===== src/rtl/poly_byte_loader.sv =====
// Unpacks a ByteDecode12 byte stream into coefficient pairs and writes each
// pair into the dual-port polynomial RAM through both write ports at once.
module poly_byte_loader #(
    parameter int DEPTH = 256,
    parameter int Q     = 3329
) (
    input  logic        clk,
    input  logic        rst_n,
    input  logic        start,
    input  logic [7:0]  byte_in,
    input  logic        byte_valid,
    output logic        byte_ready,
    output logic        w1_en,
    output logic [15:0] w1_addr,
    output logic [15:0] w1_data,
    output logic        w2_en,
    output logic [15:0] w2_addr,
    output logic [15:0] w2_data,
    output logic        busy,
    output logic        done,
    output logic        err
);

    localparam int PAIRS = DEPTH / 2;
    localparam int KW    = (PAIRS > 1) ? $clog2(PAIRS) : 1;
    localparam logic [KW-1:0] K_LAST = KW'(PAIRS - 1);
    localparam logic [12:0]   Q_LIM  = 13'(Q);

    typedef enum logic [2:0] {
        S_IDLE,
        S_B0,
        S_B1,
        S_B2,
        S_FLUSH
    } state_t;

    state_t        state_q, state_d;
    logic [KW-1:0] k_q, k_d;
    logic [7:0]    b0_q, b0_d;
    logic [7:0]    b1_q, b1_d;
    logic          byte_ready_q, byte_ready_d;
    logic          w1_en_q, w1_en_d;
    logic          w2_en_q, w2_en_d;
    logic [15:0]   w1_addr_q, w1_addr_d;
    logic [15:0]   w2_addr_q, w2_addr_d;
    logic [15:0]   w1_data_q, w1_data_d;
    logic [15:0]   w2_data_q, w2_data_d;
    logic          busy_q, busy_d;
    logic          done_q, done_d;
    logic          err_q, err_d;

    logic          xfer;
    logic [11:0]   c0;
    logic [11:0]   c1;

    assign xfer = byte_valid && byte_ready_q;

    // b2 is never stored: the pair is decoded straight off the bus on its transfer edge.
    assign c0 = {b1_q[3:0], b0_q};
    assign c1 = {byte_in, b1_q[7:4]};

    always_comb begin
        state_d   = state_q;
        k_d       = k_q;
        b0_d      = b0_q;
        b1_d      = b1_q;
        w1_en_d   = 1'b0;
        w2_en_d   = 1'b0;
        w1_addr_d = w1_addr_q;
        w2_addr_d = w2_addr_q;
        w1_data_d = w1_data_q;
        w2_data_d = w2_data_q;
        done_d    = 1'b0;
        err_d     = err_q;

        case (state_q)
            S_IDLE: begin
                if (start) begin
                    k_d     = '0;
                    err_d   = 1'b0;
                    state_d = S_B0;
                end
            end
            S_B0: begin
                if (xfer) begin
                    b0_d    = byte_in;
                    state_d = S_B1;
                end
            end
            S_B1: begin
                if (xfer) begin
                    b1_d    = byte_in;
                    state_d = S_B2;
                end
            end
            S_B2: begin
                if (xfer) begin
                    w1_en_d   = 1'b1;
                    w2_en_d   = 1'b1;
                    w1_data_d = {4'h0, c0};
                    w2_data_d = {4'h0, c1};
                    w1_addr_d = 16'({k_q, 1'b0});
                    w2_addr_d = 16'({k_q, 1'b1});
                    if (({1'b0, c0} >= Q_LIM) || ({1'b0, c1} >= Q_LIM)) begin
                        err_d = 1'b1;
                    end
                    if (k_q < K_LAST) begin
                        k_d     = k_q + KW'(1);
                        state_d = S_B0;
                    end else begin
                        state_d = S_FLUSH;
                    end
                end
            end
            S_FLUSH: begin
                state_d = S_IDLE;
                done_d  = 1'b1;
            end
            default: begin
                state_d = S_IDLE;
            end
        endcase

        // Handshake/status flags track the state being entered so they stay registered.
        byte_ready_d = (state_d == S_B0) || (state_d == S_B1) || (state_d == S_B2);
        busy_d       = (state_d != S_IDLE);
    end

    always_ff @(posedge clk or negedge rst_n) begin
        if (!rst_n) begin
            state_q      <= S_IDLE;
            k_q          <= '0;
            b0_q         <= '0;
            b1_q         <= '0;
            byte_ready_q <= 1'b0;
            w1_en_q      <= 1'b0;
            w2_en_q      <= 1'b0;
            w1_addr_q    <= '0;
            w2_addr_q    <= '0;
            w1_data_q    <= '0;
            w2_data_q    <= '0;
            busy_q       <= 1'b0;
            done_q       <= 1'b0;
            err_q        <= 1'b0;
        end else begin
            state_q      <= state_d;
            k_q          <= k_d;
            b0_q         <= b0_d;
            b1_q         <= b1_d;
            byte_ready_q <= byte_ready_d;
            w1_en_q      <= w1_en_d;
            w2_en_q      <= w2_en_d;
            w1_addr_q    <= w1_addr_d;
            w2_addr_q    <= w2_addr_d;
            w1_data_q    <= w1_data_d;
            w2_data_q    <= w2_data_d;
            busy_q       <= busy_d;
            done_q       <= done_d;
            err_q        <= err_d;
        end
    end

    assign byte_ready = byte_ready_q;
    assign w1_en      = w1_en_q;
    assign w2_en      = w2_en_q;
    assign w1_addr    = w1_addr_q;
    assign w2_addr    = w2_addr_q;
    assign w1_data    = w1_data_q;
    assign w2_data    = w2_data_q;
    assign busy       = busy_q;
    assign done       = done_q;
    assign err        = err_q;

endmodule


===== config.mk =====
export PLATFORM = sky130hd
export DESIGN_NAME = poly_byte_loader
export DESIGN_NICKNAME = d
export VERILOG_FILES = /design/src/rtl/poly_byte_loader.sv
export SDC_FILE = /design/constraint.sdc
export NUM_CORES = 1
export LEC_CHECK = 0
export ABC_AREA = 1
export CAP_MARGIN = 20
export CORE_MARGIN = 3
export CORE_UTILIZATION = 51
export DETAILED_ROUTE_END_ITERATION = 6
export PLACE_DENSITY = 0.89
export SLEW_MARGIN = 20
export SYNTH_ARGS = -nofsm -noshare
export SYNTH_HDL_FRONTEND = slang
export SYNTH_SLANG_ARGS = --single-unit

===== constraint.sdc =====
create_clock -name clk -period 2.7 [get_ports clk]
set_input_delay 0.27 -clock clk [delete_from_list [all_inputs] [get_ports clk]]
set_output_delay 0.27 -clock clk [all_outputs]
set_load 0.05 [all_outputs]

Word-level counts from Yosys, hierarchy flattened

Cells that the tools add are included.

Bits in registers: 70
Input port bits: 12
Output and inout port bits: 70
Logic and storage cells: 57

Add/sub/neg operators: 1
Magnitude comparators: 3
Equal/unequal tests: 11
Mux-type cells: 17
Reductions and logical operators: 12

Operator list:

| cell                                                       | number |
|---|---|
| greater-or-equal comparator 12 bit (second input constant) | 2 |
| two-way mux 7 bit                                          | 3 |
| two-way mux 3 bit                                          | 5 |
| case mux 7 bit (2 select lines)                            | 1 |
| == test 3 x 2 -> 1 bit (second input constant)             | 4 |
| case mux 3 bit (4 select lines)                            | 1 |
| inequality test 2 bit (second input constant)              | 4 |
| AND reduction 4 bit                                        | 2 |
| adder 7 x 1 -> 7 bit (second input constant)               | 1 |
| < comparator 7 bit (second input constant)                 | 1 |
| == test 3 x 1 -> 1 bit (second input constant)             | 2 |
| two-way mux 1 bit                                          | 6 |
| AND reduction 2 bit                                        | 3 |
| == test 3 bit (second input constant)                      | 1 |
| logical NOT 3 bit                                          | 1 |
| logical OR 1 bit                                           | 3 |
| nonzero test 3 bit                                         | 1 |
| case mux 1 bit (2 select lines)                            | 1 |
| nonzero test 2 bit                                         | 1 |
| logical AND 1 bit                                          | 1 |

Logic depth before layout (Yosys ltp)

Gate-level depths: netlist (run 1).

Word-level depth: 7
Depth in mapped cells: 9
Mapped depth without buffers: 9

Worst setup path before layout (run 1)

OpenSTA, ideal clock, no wires.

Path type: register -> register
From: register byte_ready_q (netlist: byte_ready)
To: register k_q[2]
Setup time: 118 ps
Arrival time: 1566 ps
Required time: 2582 ps
Slack: 1017 ps
Stages on the path, launching flop included: 10
Buffers on the path: 0
Clock period less this slack: 1683 ps
Cells stage by stage: dfrtp_1 > nand2_1 > inv_1 > nor2_1 > inv_1 > o21ai_2 > a21oi_4 > inv_4 > nand2_1 > o21ai_2

Cells in the longest elaborated chain, start to end: 3

Ends and longest elaborated chain:

| element                         | line | source |
|---|---|---|
| start, declared                 | 41   | `logic byte_ready_q, byte_ready_d;` |
| start signal, assigned          | 150  | `byte_ready_q <= byte_ready_d;` |
| logical AND 1 bit               | 56   | `assign xfer = byte_valid && byte_ready_q;` |
| inequality test 2 bit (no line) | n/a  |  |
| AND reduction 4 bit (no line)   | n/a  |  |
| end signal, assigned            | 147  | `k_q <= k_d;` |
| end, declared                   | 38   | `logic [KW-1:0] k_q, k_d;` |

No other way between the ends.
A chain may end at the register's enable or synchronous reset.

Worst setup path in the final report (run 1)

From: register w2_addr_q[6] (netlist: w2_addr[6])
To: output port w2_addr[6]

RTL lines:

| element                | line | source |
|---|---|---|
| start, declared        | 45   | `logic [15:0] w2_addr_q, w2_addr_d;` |
| start signal, assigned | 154  | `w2_addr_q <= w2_addr_d;` |
| end, declared          | 17   | `output logic [15:0] w2_addr,` |

No word-level cell between the ends.

==> results of run 1 <==
## cells in the mapped netlist
master and number:
dfrtp_1 63, nand2_4 1, ha_1 1, nand3_2 1
clkinv_4 1, inv_1 21, o21ai_1 15, nand3_1 9
nand4_2 1, nand2_1 109, nand4_4 1, o21ai_2 2
xnor2_1 1, inv_2 3, or2_2 2, buf_2 8
nand3_4 1, nor3_1 4, nor2_4 2, nor2_2 2
conb_1 1, a21oi_4 1, inv_4 1, buf_4 33
o21ai_0 21, o21bai_1 1, nor2_1 17, xor2_1 3
clkbuf_1 1, nand4_1 1, nand2_2 1
## logic make-up (layout without fill, tap and decap cells)
family	count (synthesis)	after routing	synth area share
and+or+nand+nor	152	152	0.230
adders and majority gates	1	1	0.00429
AOI/OAI and AO/OA	40	40	0.0759
xor gates and xnor gates	4	4	0.0120
buffers and inverters	68	99	0.136
DFF	63	63	0.541
other	1	25	0.00129
## cell usage in the layout (no fill, tap or decap), drive strengths merged
master and instances:
or2 2, o21ai 38, nand3 11, clkdlybuf4s50 55
dfrtp 63, nor3 4, buf 5, nor2 21
xor2 3, conb 25, a21oi 1, o21bai 1
xnor2 1, ha 1, nand2 111, nand4 3
inv 25, clkbuf 11, clkinv 3
## metrics by stage
step / instances / hold WS [ns] / total power, uW
5_1_grt: 454 / 0.0596 / 4550
2_1_floorplan: 353 / -0.0256 / 3040
3_3_place_gp: 441 / 0.371 / 3580
6_report: 454 / 0.0108 / 4290
3_5_place_dp: 441 / 0.381 / 3640
4_1_cts: 454 / 0.0229 / 4310
## cell type report
class / instances / area (um^2)
fillers: 431 / 1760
flip-flops and latches: 63 / 1580
multi-input cells: 222 / 1030
repair buffers: 60 / 586
clock buffers: 11 / 141
inverters: 26 / 105
well taps: 70 / 87.6
clock inverters: 2 / 10.0
## metal layers
metal  part of all wire  GRT usage  vias up  wire [um]
li1                   -          -     1070          -
met1               0.43      0.246     1046       2500
met2               0.52      0.340       55       3040
met3              0.049     0.0461        6        290
met4             0.0095     0.0748        0         56
met5                  0          0        -          0
## flip-flops by register name, indices dropped and copies added (netlist names)
register    flops
w1_data        12
w2_addr         8
b0_q            8
w2_en           1
byte_ready      1
state_q         3
err             1
k_q             7
b1_q            8
busy            1
w2_data        12
done            1
## power groups by stage
stage          clock network [uW]  registers, uW  logic (uW)
2_1_floorplan                   0           2160         877
3_3_place_gp                    0           1520        2060
3_5_place_dp                    0           1530        2100
4_1_cts                       677           1520        2120
5_1_grt                       724           1570        2260
6_report                      670           1520        2100
## worst max-delay path by stage
stage | endpoint | slack (ns) | cells past startpoint | start
2_1_floorplan | k_q[2] | 1.02 | 9 | byte_ready
3_3_place_gp | k_q[0] | 0.92 | 6 | byte_valid
3_5_place_dp | k_q[0] | 0.83 | 6 | byte_valid
4_1_cts | w2_addr[6] | 0.88 | 1 | w2_addr[6]
5_1_grt | w1_addr[1] | 0.84 | 1 | w2_addr[1]
6_report | w2_addr[6] | 0.88 | 1 | w2_addr[6]
==> run metrics, run 1 <==
Synth top area share=0.541; Post-Synthesis Cell Area=0.00292 mm^2; Setup Buffers After CTS=0; overflow left after global routing=0; unrepaired setup endpoints after global routing=no; TNS Setup=0 ns; antenna viol nets, final=0; post-synthesis cell type count=31; worst r2r path cells=5; Mapped Cells=329; fin util=0.668; Fin. Hold Viols=0; relative slew slack=0.499; antenna violations before repair=0; CTS Buf Count=9; Clock Tree Buf Depth=2; maximum number of pins on one net before global-route repair=45; FF-to-FF setup slack=1.03 ns; kind of critical path=flop to output pin; Worst-path clk slew=0.06 ns; final number of setup-violating endpoints=0; reg2reg end=k_q[0]; Site Rows=26; WL final=5890 um; top cells by area, synth=dfrtp_1 54%, nand2_1 14%, buf_4 8.5%; DIE AREA=0.00666 mm^2; final net count=395; vias per cell=4.80; clk_lat worst skew=0.33 ns; clock skew=0.00549 ns; Crit-path slowest cell=clkdlybuf4s50_1; sinks on the clock net=63; pins over their slew limit=0; worst min path class=primary input to asynchronous set/reset pin; cell breakdown of the critical path=clkdlybuf4s50_1; yosys warns=0; worst stage delay on the critical path=0.84 ns; Fmax=0.551 GHz; share of cells above drive strength 1=0.0964; Area after DPL=0.00339 mm^2; gpl congestion=0.857; clock power share=0.156; routed vias=2177; Initial Util=0.550; Seq pwr share=0.354; I/O Buffers=56; Worst IR Drop VDD=0.672 mV; flops & latches, synth=63; Leakage=0.00173 uW; Die Y=81.6 um; CTS resizes=0; CORE AREA=0.00530 mm^2; Final period util=0.673; minimum clock period=1.82 ns; DR pass1 iterations=4; Finished Cell Area=0.00354 mm^2; Synth Area per Inst=8.86 um^2; io pins=82; clk root buf=clkbuf_8; sw frac=0.473; crit end category=output pin; CTS Hold Bufs=0; WP data arrival=1.55 ns; Max-Cap Viols=0; initial drt markers=144; Net Sw Power=2030 uW; CP bufs+invs=1; n_diodes=0; register area share after synthesis=0.541; dpl ws=0.831 ns; # H-tree levels=3; startpoint types=flop; die width=81.6 um; number of global-route vias before repair=2124; Least-Margin Pin Slew=0.751 ns; Power Density=1210 mW/mm^2; Int Power=2260 uW; cell taking the most area after synthesis=dfrtp_1; hpwl dp=4280 um; status=finished, final reports clean; first-pass GRT wire length=9940 um; RR Startpoint=state_q[1]; synthesis-to-finish area growth=21.4%; crit path max fanout=3; Final WS setup=0.884 ns; Tot GR Track Use=0.199; Worst EP required=2.43 ns; Comb power frac=0.490; Crit path max-delay family=buffers and inverters; CTS tree=yes; drc violations=0; average wire per standard cell=13.0 um
Note: power is estimated with default switching activity, not from simulation.
==> inputs of run 2 (changes only) <==
Settings changed: CORE_UTILIZATION 51 to 43, PLACE_DENSITY 0.89 to 0.81.
Clock period 2.7 ns to 1.5 ns, I/O delays scaled along.
==> run metrics, run 2 (synthesized netlist as in run 1, its figures left out) <==
status=finished, final reports clean (unchanged); Initial Util=0.452 (was 0.550); Clock Tree Buf Depth=2 (unchanged); Tot GR Track Use=0.163 (was 0.199); fin util=0.560 (was 0.668); Worst-path clk slew=0.07 ns (was 0.06 ns); vias per cell=4.66 (was 4.80); io pins=82 (unchanged); number of global-route vias before repair=2054 (was 2124); clk root buf=clkbuf_8 (unchanged); Worst IR Drop VDD=1.04 mV (was 0.672 mV); kind of critical path=flop to flop (was flop to output pin); Die Y=88.4 um (was 81.6 um); commonest non-fill, non-tap cells in the layout=107 x nand2_1, 62 x dfrtp_1, 52 x buf_4, 25 x conb_1 (was 109 x nand2_1, 63 x dfrtp_1, 55 x clkdlybuf4s50_1, 25 x conb_1); sinks on the clock net=63 (unchanged); most common cell after layout, fill and taps aside=nand2_1 (unchanged); die width=88.4 um (was 81.6 um); Max-Cap Viols=0 (unchanged); CTS tree=yes (unchanged); crit path max fanout=7 (was 3); CORE AREA=0.00646 mm^2 (was 0.00530 mm^2); share of cells above drive strength 1=0.244 (was 0.0964); Filler cells=612 (was 431); final net count=405 (was 395); Reg area=0.00158 mm^2 (about the same); clock skew=0.0107 ns (was 0.00549 ns); CTS Buf Count=9 (unchanged); startpoint types=flop (unchanged); average wire per standard cell=12.3 um (was 13.0 um); gpl congestion=0.908 (was 0.857); WL final=5830 um (was 5890 um); pins over their slew limit=0 (unchanged); worst min path class=primary input to asynchronous set/reset pin (unchanged); Tot Pwr=7880 uW (was 4290 uW); n_diodes=0 (unchanged); Worst EP required=1.73 ns (was 2.43 ns); hpwl dp=4230 um (was 4280 um); Fin. Hold Viols=0 (unchanged); Leakage=0.00189 uW (was 0.00173 uW); first-pass GRT wire length=9630 um (was 9940 um); WP data arrival=1.60 ns (was 1.55 ns); minimum clock period=1.38 ns; Final period util=0.917; I/O Buffers=56 (unchanged); Power Density=2180 mW/mm^2 (was 1210 mW/mm^2); DR pass1 iterations=4 (unchanged); Fmax=0.727 GHz; worst r2r path cells=8 (was 5); final number of setup-violating endpoints=0 (unchanged); crit end category=flop (was output pin); dpl ws=-0.0718 ns (was 0.831 ns); overflow left after global routing=0 (unchanged); unrepaired setup endpoints after global routing=no (unchanged); # H-tree levels=3 (unchanged); area of the multi-input gates=0.00105 mm^2 (was 0.00103 mm^2); Final WS setup=0.124 ns (was 0.884 ns); clk_lat worst skew=0.34 ns (was 0.33 ns); antenna viol nets, final=0 (unchanged); maximum number of pins on one net before global-route repair=64 (was 45); Post-Layout Cell Count=474 (was 454); drc violations=0 (unchanged); DIE AREA=0.00781 mm^2 (was 0.00666 mm^2); cell count after placement=455 (was 441); routed vias=2209 (was 2177); synthesis-to-finish area growth=23.9% (was 21.4%); initial drt markers=91 (was 144); TNS Setup=0 ns (unchanged); antenna violations before repair=0 (unchanged); Site Rows=29 (was 26)
run 2: cell count changes in the layout (fill, tap and decap cells not counted), sizes merged:
cell           before  now
a21oi               1    2
buf                 5   58
clkbuf             11   12
clkdlybuf4s50      55   10
clkinv              3    5
dlygate4sd3         0    1
run 2: worst paths after layout:
| path | startpoint | to | slack (ns) |
|---|---|---|---|
| worst max-delay path | state_q[1] | k_q[2] | 0.12 |
| worst min-delay path | rst_n | k_q[5] | 0.35 |
| worst max register to register | state_q[1] | k_q[2] | 0.12 |
| worst min register to register | w1_data[7] | w1_data[7] | 0.48 |
| max in group asynchronous | rst_n | byte_ready | 0.84 |
| min in group clk | byte_in[1] | w2_data[5] | 0.42 |
run 2: metal layers:
| metal | track usage | routed length [um] | vias up |
|---|---|---|---|
| li1 | - | - | 1098 |
| met1 | 0.199 | 2560 | 1044 |
| met2 | 0.265 | 2820 | 58 |
| met3 | 0.0559 | 345 | 9 |
| met4 | 0.0632 | 110 | 0 |
| met5 | 0 | 0 | - |
run 2: repair_timing:
item	4_1_cts	5_1_grt
hold buffers	1	0
resized for setup	0	2
buffers inserted	0	1
endpoints found under the hold margin	63	0
setup endpoints to repair	0	6
run 2: report_power, final:
| part | internal [uW] | switching (uW) | total (uW) |
|---|---|---|---|
| combinational | 1170 | 2680 | 3850 |
| sequential | 2310 | 413 | 2720 |
| clock | 678 | 637 | 1320 |
| total | 4150 | 3730 | 7880 |
run 2: per-stage QoR:
step | hold WS (ns) | instance area (um^2)
floorplan | -0.146 | 3010
global placement | 0.180 | 3400
detailed placement | 0.185 | 3400
CTS | 0.354 | 3590
global route | 0.377 | 3610
finish | 0.346 | 3610
run 2: critical path, cell delays in order, from the launching register on:
cell,delay (ns)
dfrtp_1,0.46
nand3_4,0.17
nor2_1,0.06
inv_1,0.10
o21ai_4,0.09
a21oi_4,0.20
inv_4,0.06
nand2_1,0.07
o21ai_2,0.05
run 2: final cells by class:
type	instances	share of cell area
clock buffers	12	0.0429
well taps	77	0.0267
multi-input cells	223	0.292
flip-flops and latches	63	0.436
repair buffers	69	0.168
inverters	26	0.0291
clock inverters	4	0.00554
